$ cat config.mk
export PLATFORM = sky130hd
export DESIGN_NAME = uart_alici_flat
export DESIGN_NICKNAME = d
export VERILOG_FILES = /design/src/rtl/uart_alici_pkg.sv /design/src/rtl/uart_alici_if.sv /design/src/rtl/uart_alici_senkronlayici.sv /design/src/rtl/uart_alici.sv /design/src/flat_wrapper.sv
export SDC_FILE = /design/constraint.sdc
export NUM_CORES = 1
export LEC_CHECK = 0
export CELL_PAD_IN_SITES_DETAIL_PLACEMENT = 0
export CELL_PAD_IN_SITES_GLOBAL_PLACEMENT = 1
export CORE_UTILIZATION = 30
export CTS_CLUSTER_SIZE = 30
export DETAILED_ROUTE_END_ITERATION = 16
export GPL_TIMING_DRIVEN = 0
export PLACE_DENSITY = 0.65
export SLEW_MARGIN = 20
export SYNTH_ARGS = -nofsm -noshare
export SYNTH_HDL_FRONTEND = slang
export SYNTH_SLANG_ARGS = --single-unit
$ cat constraint.sdc
create_clock -name clk_i -period 2.62 [get_ports clk_i]
set_clock_uncertainty 0.05 [all_clocks]
set_input_delay 0.262 -clock clk_i [delete_from_list [all_inputs] [get_ports clk_i]]
set_output_delay 0.262 -clock clk_i [all_outputs]
set_load 0.01 [all_outputs]
$ cat src/rtl/uart_alici_pkg.sv
// Shared constants and helpers for the UART receiver and sibling peripherals.
package uart_alici_pkg;

    // Line levels: the serial line idles at HIGH, a start bit is LOW.
    localparam logic HIGH = 1'b1;
    localparam logic LOW  = 1'b0;

    localparam int VERI_W  = 8;
    localparam int SAYAC_W = 16;

    // Index of the last data bit in an 8N1 frame.
    localparam logic [2:0] SON_BIT = 3'd7;

    // Counter value at which the middle of the start bit is reached.
    function automatic logic [SAYAC_W-1:0] yarim_bit(input logic [SAYAC_W-1:0] bolen);
        return (bolen >> 1) - {{(SAYAC_W-1){1'b0}}, 1'b1};
    endfunction

endpackage

$ cat src/rtl/uart_alici_if.sv
// Receive-side data handshake: byte out with valid/consume plus error pulses.
interface uart_alici_if;
    import uart_alici_pkg::*;

    logic [VERI_W-1:0] veri_o;
    logic              veri_gecerli_o;
    logic              consume_i;
    logic              cerceve_hatasi_o;
    logic              tasma_hatasi_o;

    // master: the receiver producing bytes; slave: the downstream consumer.
    modport master (
        output veri_o,
        output veri_gecerli_o,
        output cerceve_hatasi_o,
        output tasma_hatasi_o,
        input  consume_i
    );

    modport slave (
        input  veri_o,
        input  veri_gecerli_o,
        input  cerceve_hatasi_o,
        input  tasma_hatasi_o,
        output consume_i
    );
endinterface

$ cat src/rtl/uart_alici_senkronlayici.sv
// Multi-stage flip-flop synchroniser for an asynchronous level input.
// Stages reset to 1 so an idle-high serial line shows no false edge.
module senkronlayici #(
    parameter int ASAMA = 2
) (
    input  logic clk_i,
    input  logic rst_i,
    input  logic d_i,
    output logic q_o
);

    logic [ASAMA-1:0] asama_reg;
    logic [ASAMA-1:0] asama_next;

    genvar gi;
    generate
        for (gi = 0; gi < ASAMA; gi++) begin : g_asama
            if (gi == 0) begin : g_ilk
                assign asama_next[gi] = d_i;
            end else begin : g_sonraki
                assign asama_next[gi] = asama_reg[gi-1];
            end
        end
    endgenerate

    // Shift the input through the stage chain every clock.
    always_ff @(posedge clk_i) begin
        if (rst_i) begin
            asama_reg <= '1;
        end else begin
            asama_reg <= asama_next;
        end
    end

    assign q_o = asama_reg[ASAMA-1];

endmodule

$ cat src/rtl/uart_alici.sv
// 8N1 UART receiver: synchronised line, mid-bit sampling driven by a
// live baud divisor, one-byte holding register with consume handshake.
module uart_alici
    import uart_alici_pkg::*;
#(
    parameter int SENKRON_ASAMA = 2
) (
    input  logic               clk_i,
    input  logic               rst_i,
    input  logic               rx_en_i,
    input  logic               rx_i,
    input  logic [SAYAC_W-1:0] baud_div_i,
    uart_alici_if.master       cikis
);

    typedef enum logic [1:0] {
        BOSTA   = 2'd0,
        BASLA   = 2'd1,
        VERI_AL = 2'd2,
        BITTI   = 2'd3
    } durum_t;

    logic rx_s;

    durum_t              durum_reg,   durum_next;
    logic [SAYAC_W-1:0]  sayac_reg,   sayac_next;
    logic [2:0]          indeks_reg,  indeks_next;
    logic [VERI_W-1:0]   tampon_reg,  tampon_next;
    logic [VERI_W-1:0]   veri_reg,    veri_next;
    logic                gecerli_reg, gecerli_next;
    logic                cerceve_reg, cerceve_next;
    logic                tasma_reg,   tasma_next;

    logic [SAYAC_W-1:0]  bit_sonu;

    senkronlayici #(
        .ASAMA (SENKRON_ASAMA)
    ) u_senkron (
        .clk_i (clk_i),
        .rst_i (rst_i),
        .d_i   (rx_i),
        .q_o   (rx_s)
    );

    assign bit_sonu = baud_div_i - {{(SAYAC_W-1){1'b0}}, 1'b1};

    // Register all receiver state; reset also clears a frame in flight.
    always_ff @(posedge clk_i) begin
        if (rst_i) begin
            durum_reg   <= BOSTA;
            sayac_reg   <= '0;
            indeks_reg  <= '0;
            tampon_reg  <= '0;
            veri_reg    <= '0;
            gecerli_reg <= 1'b0;
            cerceve_reg <= 1'b0;
            tasma_reg   <= 1'b0;
        end else begin
            durum_reg   <= durum_next;
            sayac_reg   <= sayac_next;
            indeks_reg  <= indeks_next;
            tampon_reg  <= tampon_next;
            veri_reg    <= veri_next;
            gecerli_reg <= gecerli_next;
            cerceve_reg <= cerceve_next;
            tasma_reg   <= tasma_next;
        end
    end

    // Next-state, bit sampling and output handshake decisions.
    always_comb begin
        durum_next   = durum_reg;
        sayac_next   = sayac_reg + {{(SAYAC_W-1){1'b0}}, 1'b1};
        indeks_next  = indeks_reg;
        tampon_next  = tampon_reg;
        veri_next    = veri_reg;
        gecerli_next = gecerli_reg;
        cerceve_next = LOW;
        tasma_next   = LOW;

        // A consume frees the holding register; a completing byte below
        // may immediately refill it in the same cycle.
        if (gecerli_reg && cikis.consume_i) begin
            gecerli_next = 1'b0;
        end

        case (durum_reg)
            BOSTA: begin
                sayac_next = '0;
                // rx_en_i only gates new starts; frames in flight continue.
                if (rx_en_i && (rx_s == LOW)) begin
                    durum_next = BASLA;
                end
            end
            BASLA: begin
                if (sayac_reg == yarim_bit(baud_div_i)) begin
                    sayac_next  = '0;
                    indeks_next = '0;
                    // Line back high at mid start bit means a glitch.
                    durum_next  = (rx_s == LOW) ? VERI_AL : BOSTA;
                end
            end
            VERI_AL: begin
                if (sayac_reg == bit_sonu) begin
                    tampon_next[indeks_reg] = rx_s;
                    sayac_next  = '0;
                    indeks_next = indeks_reg + 3'd1;
                    if (indeks_reg == SON_BIT) begin
                        durum_next = BITTI;
                    end
                end
            end
            BITTI: begin
                if (sayac_reg == bit_sonu) begin
                    sayac_next = '0;
                    durum_next = BOSTA;
                    if (rx_s == HIGH) begin
                        if (!gecerli_reg || cikis.consume_i) begin
                            veri_next    = tampon_reg;
                            gecerli_next = 1'b1;
                        end else begin
                            tasma_next = HIGH;
                        end
                    end else begin
                        cerceve_next = HIGH;
                    end
                end
            end
            default: begin
                durum_next = BOSTA;
                sayac_next = '0;
            end
        endcase
    end

    assign cikis.veri_o           = veri_reg;
    assign cikis.veri_gecerli_o   = gecerli_reg;
    assign cikis.cerceve_hatasi_o = cerceve_reg;
    assign cikis.tasma_hatasi_o   = tasma_reg;

endmodule

$ cat src/flat_wrapper.sv
// flat-port wrapper written by rule: the top's interface ports become plain ports
module uart_alici_flat import uart_alici_pkg::*;
#(
    parameter int SENKRON_ASAMA = 2
)
  (clk_i, rst_i, rx_en_i, rx_i, baud_div_i, cikis_veri_o, cikis_veri_gecerli_o, cikis_cerceve_hatasi_o, cikis_tasma_hatasi_o, cikis_consume_i);
  uart_alici_if cikis_i ();
  input  logic clk_i;
  input  logic rst_i;
  input  logic rx_en_i;
  input  logic rx_i;
  input  logic [SAYAC_W-1:0] baud_div_i;
  output wire logic [$bits(cikis_i.veri_o)-1:0] cikis_veri_o;
  output wire logic [$bits(cikis_i.veri_gecerli_o)-1:0] cikis_veri_gecerli_o;
  output wire logic [$bits(cikis_i.cerceve_hatasi_o)-1:0] cikis_cerceve_hatasi_o;
  output wire logic [$bits(cikis_i.tasma_hatasi_o)-1:0] cikis_tasma_hatasi_o;
  input wire logic [$bits(cikis_i.consume_i)-1:0] cikis_consume_i;
  assign cikis_veri_o = cikis_i.veri_o;
  assign cikis_veri_gecerli_o = cikis_i.veri_gecerli_o;
  assign cikis_cerceve_hatasi_o = cikis_i.cerceve_hatasi_o;
  assign cikis_tasma_hatasi_o = cikis_i.tasma_hatasi_o;
  assign cikis_i.consume_i = cikis_consume_i;
  uart_alici #(.SENKRON_ASAMA(SENKRON_ASAMA)) u_core (.clk_i(clk_i), .rst_i(rst_i), .rx_en_i(rx_en_i), .rx_i(rx_i), .baud_div_i(baud_div_i), .cikis(cikis_i));
endmodule
==> qor.csv <==
metric,value,unit
power.density,345,mW/mm^2
fin_nets,421,
die_height,103,um
num_vias,2730,
largest_register_ffs,16,
final_layout_size_suffix_gt1_share,20.7,%
status,finished clean,
grt_max_degree,14,
antenna_left,0,
synth_top_area_share,27.5,%
synth-edff-count,0,
path_clk_slew,0.08,ns
numCtsBuffers,5,
grt_pass1_vias,2554,
htreeDepth,2,
finalCritPeriodShare,94.9,%
synthesis.instances,354,
cts_tree,built,
core_area,0.00982,mm^2
grt_overflow,0,
crit_arrival,2.61,ns
drc_errors,0,
antenna_found_initial,0,
ys.flop_type,dfxtp_1,
crit_type,reg -> reg,
dr.first_iter.drc_count,139,
leakage,0.00132,uW
cp_max_fo,6,
post_dp_cell_area,0.00344,mm^2
grt_first_pass_wirelength,13300,um
initial_core_util,31.2,%
slew_violations,0,
finalPower,1310,uW
yosysUniqueCellTypes,62,
routabilityCongestion,0.836,
ys_ff_latch,42,
firstDrtPassIters,4,
synthArstFlopShare,0,%
rows,36,
grt.met3_usage,2.64,%
die_area,0.0106,mm^2
vias_per_cell,5.16,
cap_violations,0,
clk_path_buf_depth,2,
syn_nets,380,
synthTopCellsByArea,"dfxtp_1, xnor2_1, xor2_1",
hpwl,5940,um
synth_warnings,0,
netlist_area,0.00306,mm^2
setup_viol,0,
endpoint_kind,register,
clock-sinks,42,
wl_per_cell,15.7,um
diodes,0,
fin_area,0.00379,mm^2
portBuffers,21,
crit_required,2.75,ns
yosysTopAreaCell,dfxtp_1,
synth_area_per_cell,8.65,um^2
fin_crit,2.49,ns
seq_area_frac_synth,27.5,%
peakVddDrop,0.180,mV
rsz0062_at_grt,no,
grt_use_total,16.6,%
wirelength,8320,um
hold_viol,0,
cts-root-buf,clkbuf_8,
die_w,103,um
holdCritPathClass,reg -> reg,
grtUsageMet2,24.2,%
synthTopCellsByCount,"dfxtp_1, xnor2_1, nor3_1",
relSlewSlack,62.5,%
max_freq,402,MHz
num-fill-cells,1039,
worstSkewPairLatency,0.30,ns
area_delta_synth_final,23.8,%
startpoint_type,register,
io-pin-count,32,
grt.busiest_layer,met1,
synth_most_common_cell,dfxtp_1,
use_met1,24.9,%
worstMarginPinSlew,0.563,ns
fin_util,38.6,%
-- per-stage QoR --
| stage | TNS (ns) | std cells | hold slack [ns] | setup slack (ns) |
|---|---|---|---|---|
| after detailed placement | -31.50 | 508 | 0.350 | -1.06 |
| after global routing | 0 | 529 | 0.388 | 0.0105 |
| final | 0 | 529 | 0.381 | 0.133 |
| after global placement | -30.56 | 508 | 0.367 | -1.05 |
| after floorplan | 0 | 354 | 0.316 | 0.149 |
| after CTS | 0 | 528 | 0.381 | 0.000116 |
-- layer usage --
layer  vias to the layer above  part of all wire (%)
li1                       1385                     -
met1                      1291                    53
met2                        47                    43
met3                         7                   3.2
met4                         0                  0.87
met5                         -                     0
-- cell usage in the layout (no fill, tap or decap), drive strengths merged, types with 3 or more instances in the layout --
master,n
a211o,3
a211oi,3
a21oi,18
a31oi,5
and2,3
and3,5
and4,5
and4bb,3
buf,37
clkbuf,17
clkdlybuf4s50,15
dfxtp,42
ha,5
inv,8
nand2,12
nand2b,5
nand3,21
nand4,14
nor2,16
nor2b,3
nor3,27
nor3b,5
nor4,7
o21ai,9
o31ai,6
o41ai,3
or3,3
or4,8
xnor2,30
xor2,24
-- cells by family after synthesis --
group	after synthesis	synth area share, %
buf+inv	40	7.07
mux	3	1.06
compound gates	58	12.9
simple gates	150	32.4
xor+xnor	56	17.1
fa+ha+maj	5	2.04
flops	42	27.5
-- repair_timing --
| action | CTS | global route |
|---|---|---|
| buffers inserted | 12 | 2 |
| pin swaps | 12 | 8 |
| setup endpoints to repair | 39 | 36 |
| hold buffers | 0 | 0 |
| resized for setup | 34 | 17 |
| gates cloned | 1 | 0 |
-- cell type report --
class,count,area [um^2],share of cell area (%)
clock inverters,1,8.76,0.231
clock buffers,7,86.3,2.28
flip-flops and latches,42,841,22.2
repair buffers,36,319,8.41
inverters,7,26.3,0.693
multi-input cells,272,2150,56.7
plain buffers,31,193,5.08
well taps,133,166,4.39
-- final timing paths --
path                                                               start                                        to  slack (ns)  cells after the start
worst max-delay path                      u_core.sayac_reg[2]$_SDFF_PP0_            u_core.sayac_reg[4]$_SDFF_PP0_        0.13                      8
worst min-delay path            u_core.u_senkron.asama_reg[0]$_SDFF_PP1_  u_core.u_senkron.asama_reg[1]$_SDFF_PP1_        0.38                      1
worst max register to register            u_core.sayac_reg[2]$_SDFF_PP0_            u_core.sayac_reg[4]$_SDFF_PP0_        0.13                      8
worst min register to register  u_core.u_senkron.asama_reg[0]$_SDFF_PP1_  u_core.u_senkron.asama_reg[1]$_SDFF_PP1_        0.38                      1
-- worst max-delay path, cell delays in order (launching register included) --
cell and delay [ns]:
dfxtp_1 0.49, xor3_4 0.46, nor3_4 0.21, nand4b_1 0.19, a211oi_2 0.24, nand4_1 0.24
a2bb2oi_4 0.26, buf_6 0.16, nor3_1 0.05
-- power breakdown --
group	internal [uW]	switching [uW]	total [uW]	leakage (uW)
registers	640	2.28	642	0.000339
clock network	218	238	456	0.0000489
logic	90.6	118	209	0.000929
total	949	358	1310	0.00132
Power figures use the tool's default switching activity.
